### config.mk
export PLATFORM = sky130hd
export DESIGN_NAME = axis_ascon_tag_gate
export DESIGN_NICKNAME = d
export VERILOG_FILES = /design/src/rtl/axis_ascon_tag_gate.sv
export SDC_FILE = /design/constraint.sdc
export NUM_CORES = 2
export LEC_CHECK = 0
export BUFFER_PORTS_ARGS = -buffer_cell sky130_fd_sc_hd__buf_4
export CORE_ASPECT_RATIO = 0.75
export CORE_MARGIN = 2
export CORE_UTILIZATION = 55
export DETAILED_ROUTE_END_ITERATION = 10
export PLACE_DENSITY = 0.75
export RECOVER_POWER = 100
export SYNTH_ARGS = -nofsm -noshare
export SYNTH_HDL_FRONTEND = slang
export SYNTH_SLANG_ARGS = --single-unit
### constraint.sdc
create_clock -name clk -period 11.1 [get_ports clk]
set_clock_uncertainty 0.05 [all_clocks]
set_input_delay 1.11 -clock clk [delete_from_list [all_inputs] [get_ports clk]]
set_output_delay 1.11 -clock clk [all_outputs]
set_load 0.01 [all_outputs]
### src/rtl/axis_ascon_tag_gate.sv
// Holds one decrypted message until its tag difference is known, then releases
// or discards it; emits one verdict beat per message.
module axis_ascon_tag_gate #(
    parameter int aw = 4
) (
    input  logic         clk,
    input  logic         rst,
    input  logic         s_tvalid,
    output logic         s_tready,
    input  logic         s_tlast,
    input  logic [127:0] s_tdata,
    input  logic [15:0]  s_tkeep,
    input  logic         s_tag_tvalid,
    output logic         s_tag_tready,
    input  logic [127:0] s_tag_tdata,
    output logic         m_tvalid,
    input  logic         m_tready,
    output logic         m_tlast,
    output logic [127:0] m_tdata,
    output logic [15:0]  m_tkeep,
    output logic         m_status_tvalid,
    input  logic         m_status_tready,
    output logic [7:0]   m_status_tdata
);

    localparam int DEPTH = 2**aw;
    localparam logic [aw:0] DEPTH_C = (aw+1)'(DEPTH);
    localparam logic [aw:0] CNT_ONE = (aw+1)'(1);
    localparam logic [aw:0] CNT_TWO = (aw+1)'(2);

    typedef enum logic [1:0] {FILL, WAIT_TAG, RELEASE, STATUS} state_t;

    state_t state, state_nx;

    logic [143:0] mem [DEPTH];
    logic [143:0] rd_word;
    logic [aw:0]  wr_ptr, rd_ptr, count;
    logic         ovf, pass_q, empty_q;

    logic pay_hs, tag_hs, out_hs, st_hs;
    logic wr_en, ovf_set;
    logic verdict_pass, verdict_empty;

    assign pay_hs = s_tvalid && s_tready;
    assign tag_hs = s_tag_tvalid && s_tag_tready;
    assign out_hs = m_tvalid && m_tready;
    assign st_hs  = m_status_tvalid && m_status_tready;

    assign verdict_pass  = (s_tag_tdata == '0) && !ovf;
    assign verdict_empty = (count == '0);

    assign rd_word        = mem[rd_ptr[aw-1:0]];
    assign m_status_tdata = {5'b0, empty_q, ovf, pass_q};

    always_comb begin
        state_nx = state;
        wr_en    = 1'b0;
        ovf_set  = 1'b0;
        case (state)
            FILL: begin
                if (pay_hs) begin
                    // keep==0 beats are empty-message markers: consumed, never stored
                    if (s_tkeep != '0) begin
                        if (!ovf && count != DEPTH_C) wr_en = 1'b1;
                        else                          ovf_set = 1'b1;
                    end
                    if (s_tlast) state_nx = WAIT_TAG;
                end
            end
            WAIT_TAG: begin
                if (tag_hs) state_nx = (verdict_pass && !verdict_empty) ? RELEASE : STATUS;
            end
            RELEASE: begin
                if (out_hs && count == CNT_ONE) state_nx = STATUS;
            end
            STATUS: begin
                if (st_hs) state_nx = FILL;
            end
            default: state_nx = FILL;
        endcase
    end

    always_ff @(posedge clk or posedge rst) begin
        if (rst) state <= FILL;
        else     state <= state_nx;
    end

    always_ff @(posedge clk) begin
        if (wr_en) mem[wr_ptr[aw-1:0]] <= {s_tdata, s_tkeep};
    end

    always_ff @(posedge clk or posedge rst) begin
        if (rst) begin
            wr_ptr          <= '0;
            rd_ptr          <= '0;
            count           <= '0;
            ovf             <= 1'b0;
            pass_q          <= 1'b0;
            empty_q         <= 1'b0;
            s_tready        <= 1'b1;
            s_tag_tready    <= 1'b0;
            m_tvalid        <= 1'b0;
            m_tlast         <= 1'b0;
            m_tdata         <= '0;
            m_tkeep         <= '0;
            m_status_tvalid <= 1'b0;
        end else begin
            s_tready     <= (state_nx == FILL);
            s_tag_tready <= (state_nx == WAIT_TAG);

            if (wr_en) begin
                wr_ptr <= wr_ptr + CNT_ONE;
                count  <= count + CNT_ONE;
            end
            if (ovf_set) ovf <= 1'b1;

            case (state)
                WAIT_TAG: begin
                    if (tag_hs) begin
                        pass_q  <= verdict_pass;
                        empty_q <= verdict_empty;
                        if (verdict_pass && !verdict_empty) begin
                            m_tvalid          <= 1'b1;
                            {m_tdata, m_tkeep} <= rd_word;
                            m_tlast           <= (count == CNT_ONE);
                            rd_ptr            <= rd_ptr + CNT_ONE;
                        end else begin
                            wr_ptr          <= '0;
                            rd_ptr          <= '0;
                            count           <= '0;
                            m_status_tvalid <= 1'b1;
                        end
                    end
                end
                RELEASE: begin
                    // output register is preloaded; count tracks beats not yet accepted
                    if (out_hs) begin
                        count <= count - CNT_ONE;
                        if (count == CNT_ONE) begin
                            m_tvalid        <= 1'b0;
                            m_tlast         <= 1'b0;
                            m_status_tvalid <= 1'b1;
                        end else begin
                            {m_tdata, m_tkeep} <= rd_word;
                            m_tlast            <= (count == CNT_TWO);
                            rd_ptr             <= rd_ptr + CNT_ONE;
                        end
                    end
                end
                STATUS: begin
                    if (st_hs) begin
                        m_status_tvalid <= 1'b0;
                        ovf             <= 1'b0;
                    end
                end
                default: ;
            endcase
        end
    end

endmodule

# Word level (Yosys, flattened, before mapping)

Memories as Yosys holds them, arrays and structs flattened.
Cells that the tools add are included.

Add/sub/neg operators: 4
Reduce and logical (&&, ||, !) cells: 23
Equality and inequality tests: 14
Mux-type cells: 60

Operators by type and width:

| operator                                         | count |
|---|---|
| 2-to-1 mux 128 bit                               | 4 |
| case mux 128 bit (2 select lines)                | 1 |
| zero test 128 bit                                | 1 |
| 2-to-1 mux 16 bit                                | 4 |
| 2-to-1 mux 5 bit                                 | 12 |
| case mux 16 bit (2 select lines)                 | 1 |
| 2-to-1 mux 1 bit                                 | 27 |
| case mux 5 bit (2 select lines)                  | 2 |
| nonzero test 16 bit                              | 1 |
| adder 5 x 1 -> 5 bit, second input constant      | 3 |
| inequality test 2 bit, second input constant     | 7 |
| 2-to-1 mux 2 bit                                 | 5 |
| AND reduction 5 bit                              | 2 |
| logical AND 1 bit                                | 8 |
| case mux 2 bit (4 select lines)                  | 1 |
| AND reduction 4 bit                              | 2 |
| AND reduction 6 bit                              | 1 |
| == test 5 x 1 -> 1 bit, second input constant    | 1 |
| == test 5 x 2 -> 1 bit, second input constant    | 1 |
| zero test 5 bit                                  | 1 |
| inequality test 5 bit, second input constant     | 1 |
| subtractor 5 x 1 -> 5 bit, second input constant | 1 |
| == test 2 x 1 -> 1 bit, second input constant    | 2 |
| == test 2 bit, second input constant             | 2 |
| other kinds (7)                                  | 10 |

Bits in writable memories: 2304
Bits in registers: 169
Memories kept: 1
Bits of input ports: 279
Word-level logic and storage cells: 116
Output and inout bits: 157

Memories:

| name | depth | bits a word | read ports | clocked after Yosys merged registers in | wr ports | RTL line | source |
|---|---|---|---|---|---|---|---|
| mem  | 16    | 144         | 1          | 0                                       | 1        | 35       | `logic [143:0] mem [DEPTH];` |

# Logic depth before layout (Yosys ltp)

Depth after elaboration: 10
Depth in mapped cells: 11
Gate-level depth less buffers: 8

# Worst setup path before layout

OpenSTA, ideal clock, no wires.

Path kind: input-to-reg
From: input port s_tkeep[6]
To: memory mem[0][0] (enable)
Library setup time: 0.824 ns
Buffers on the path: 2
Data required time: 10.226 ns
Cell stages on the path: 7
Setup slack: -1.687 ns
Arrival time: 11.914 ns
Path through: nor4_1 -> and4_1 -> nor3_1 -> clkbuf_1 -> buf_2 -> nand2_1 -> nor3_1

Word-level cells in the longest chain between the ends: 6

Ends and longest elaborated chain:

| element                                | RTL line | source |
|---|---|---|
| from (decl)                            | 12       | `input logic [15:0] s_tkeep,` |
| nonzero test 16 bit                    | 63       | `if (s_tkeep != '0) begin` |
| 2-to-1 mux 1 bit                       | 63       |  |
| 2-to-1 mux 1 bit                       | 61       | `if (pay_hs) begin` |
| 2-to-1 mux 1 bit                       | 59       | `case (state)` |
| 2-to-1 mux 1 bit                       | 89       | `if (wr_en) mem[wr_ptr[aw-1:0]] <= {s_tdata, s_tkeep};` |
| 2-to-1 mux 1 bit (implied by the code) | 89       |  |
| to (decl)                              | 35       |  |

Every way passes these cells.

# Final worst setup path

From: input port s_tkeep[14]
To: memory mem[2][93] (enable)

The elaborated chain is that of the path after synthesis.

==> results.yml <==
cts:
  clkTransAtPathRegs_ns: 0.06
  cts_tree: "done"
  cts_inserted_buffers: 221
  ctsResizeCount: 0
  clock_sinks: 2471
  h-tree-depth: 4
  cts_setup_buffers: 0
  hold_buffers: 0
  clockRootBuffer: "clkbuf_16"
  clockBufferDepth: 3
  insertion_delay_ns: 0.86
route:
  routed_wl_mm: 214
  wl_per_cell_um: 31.6
  drt_iter0_drc: 5116
  vias_per_cell: 6.36
  drtPass1Iterations: 7
  postRouteAntennaNets: 0
  via_count: 42983
  drc_errors: 0
layout:
  fin_nets: 4577
  mostFrequentLayoutCells: "2304 x edfxtp_1, 720 x mux4_2, 363 x clkbuf_1"
  fillers: 11229
  drive_gt1_frac: 0.302
  fin_util: 0.623
  mostFrequentLayoutCell: "edfxtp_1"
  syn2layout_area_growth_pct: 12.6
  instances_no_fill: 6756
place:
  place_congestion: 0.751
  hpwl_mm: 107
  placed_cells: 6322
  numPortBuffers: 430
  preCtsSetupSlack_ns: 5.57
synthesis:
  synth_area_leaders: "edfxtp_1 74%, mux4_2 17%, dfrtp_1 4.4%"
  synthFlopType: "edfxtp_1"
  synth_cell_type_count: 55
  synth_area_per_cell_um2: 25.0
  syn_inst: 3744
  yosys_register_bits: 2471
  netlist.area_leader.share: 0.738
  yosysWarnings: 0
  synth_area_mm2: 0.0938
  yosysSeqAreaShare: 0.782
  ys_async_sr_fraction: 0.0676
  yosys.area.top_type: "edfxtp_1"
  synth_edf_count: 2304
floorplan:
  die_area_mm2: 0.174
  dieWidth_um: 481
  design.core.area_mm2: 0.170
  rows: 131
  chipHeight_um: 362
  ios: 436
  initial_core_util: 0.553
global_route:
  grt_max_degree: 153
  use_met2: 0.379
  busiest_layer: "met2"
  met1_usage: 0.365
  use_met3: 0.0570
  antenna_found_initial: 46
  grt_overflow: 0
  grt_use_total: 0.247
  grt_pass1_vias: 43655
  grt_pass1_wl_mm: 308
timing:
  finalCritPeriodShare: 0.707
  fin_crit_ns: 7.85
  final_max_slew_viol_count: 979
  finalSetupViolations: 0
  tightest_slew_ns: 4.84
  fmax_ghz: 0.127
  rsz0062_at_grt: "no"
  finalHoldViolations: 0
  setup_ws_ns: 3.25
  finalSetupTns_ns: 0
  relSlewSlack: -2.23
power:
  max-vdd-ir-drop_mv: 0.191
  power.density_mw_per_mm2: 218
  leakage_nw: 32.3
critical_path:
  critPathKind: "in -> reg"
  worstPathMaxFanout: 38
  cp.arrival_ns: 8.16
  cp_data_required_time_ns: 11.41
  cp-end-kind: "flop"
  cp-start-kind: "primary input"
status:
  violations: "capacitance limit, slew limit"
  status: "finished with violations"
min_path:
  min_path_type: "reg -> reg"
job:
  drv_cap: 29
worst max-delay path: stages:
cell and delay [ns]:
clkbuf_1 0.69, nor4_1 0.15, and4_1 0.31, nor3_1 0.23, clkbuf_1 0.69, nand2_1 0.25
nor3_1 0.36, clkbuf_1 1.72, clkbuf_1 2.53
state kept, by name, summed over array words and instances (netlist names), 2 cells and up:
| signal | count |
|---|---|
| state | 2 |
| m_tkeep | 16 |
| wr_ptr | 4 |
| m_tdata | 128 |
| count | 5 |
| mem | 2304 |
| rd_ptr | 4 |
report_power, final:
part | switching (mW) | internal [mW]
combinational | 2.09 | 2.14
sequential | 0.318 | 10.7
clock | 3.39 | 4.36
final timing paths:
| check | startpoint | endpoint | slack [ns] | cells after the start |
|---|---|---|---|---|
| setup reg to reg | count[0]$_DFF_PP0_ | mem[2][93]$_DFFE_PP_ | 3.61 | 9 |
| setup / recovery | s_tkeep[14] | mem[2][93]$_DFFE_PP_ | 3.25 | 9 |
| min in group asynchronous | rst | m_tdata[35]$_DFFE_PP0P_ | 1.66 | 2 |
| hold reg to reg | m_tdata[60]$_DFFE_PP0P_ | m_tdata[60]$_DFFE_PP0P_ | 0.44 | 1 |
| max in group asynchronous | rst | m_tdata[75]$_DFFE_PP0P_ | 4.73 | 3 |
| hold / removal | m_tdata[60]$_DFFE_PP0P_ | m_tdata[60]$_DFFE_PP0P_ | 0.44 | 1 |
cell type report:
class | count | area (um^2) | share of cell area
timing repair buffer | 506 | 2750 | 0.0260
antenna | 15 | 37.5 | 0.000355
clock buffer | 287 | 5980 | 0.0566
inverter | 12 | 46.3 | 0.000438
sequential | 2471 | 73400 | 0.695
clock inverter | 132 | 1440 | 0.0136
tap | 2261 | 2830 | 0.0268
multi-input combinational | 1072 | 19200 | 0.182
per-layer routing:
layer,up-vias,share of wire
met5,-,0.0013
met4,46,0.021
met3,328,0.094
met2,2210,0.48
met1,23127,0.41
li1,17272,-
logic make-up (layout without fill, tap and decap cells):
| kind of cell | Yosys count | in the layout | share of synthesized area |
|---|---|---|---|
| fa+ha+maj | 14 | 14 | 0.00187 |
| xor+xnor | 7 | 7 | 0.000654 |
| compound gates | 47 | 47 | 0.00354 |
| mux | 866 | 866 | 0.192 |
| buf+inv | 205 | 937 | 0.0112 |
| other cells | 1 | 20 | 0.0000400 |
| simple gates | 133 | 133 | 0.00795 |
| flops | 2471 | 2471 | 0.782 |
stage by stage:
step / area [um^2] / hold slack (ns) / power, mW
floorplan: 93800 / 0.401 / 14.5
global placement: 99700 / 0.430 / 15.8
detailed placement: 99700 / 0.431 / 15.9
CTS: 107000 / 0.321 / 23.6
global route: 106000 / 0.432 / 23.9
finish: 106000 / 0.440 / 23.0
synth_stat cells, types with 8 or more instances:
library cell     n
dfrtp_1        166
buf_1            8
clkbuf_1        99
nand2_1         20
nand4_1          9
nand3_1          8
mux2_2          95
nor4_1          37
inv_1           12
a21oi_1          9
ha_1            14
nor3_1           8
buf_4           23
mux2_4          49
nor2_1          23
mux4_2         720
buf_2           52
edfxtp_1      2304
Power figures use the tool's default switching activity.
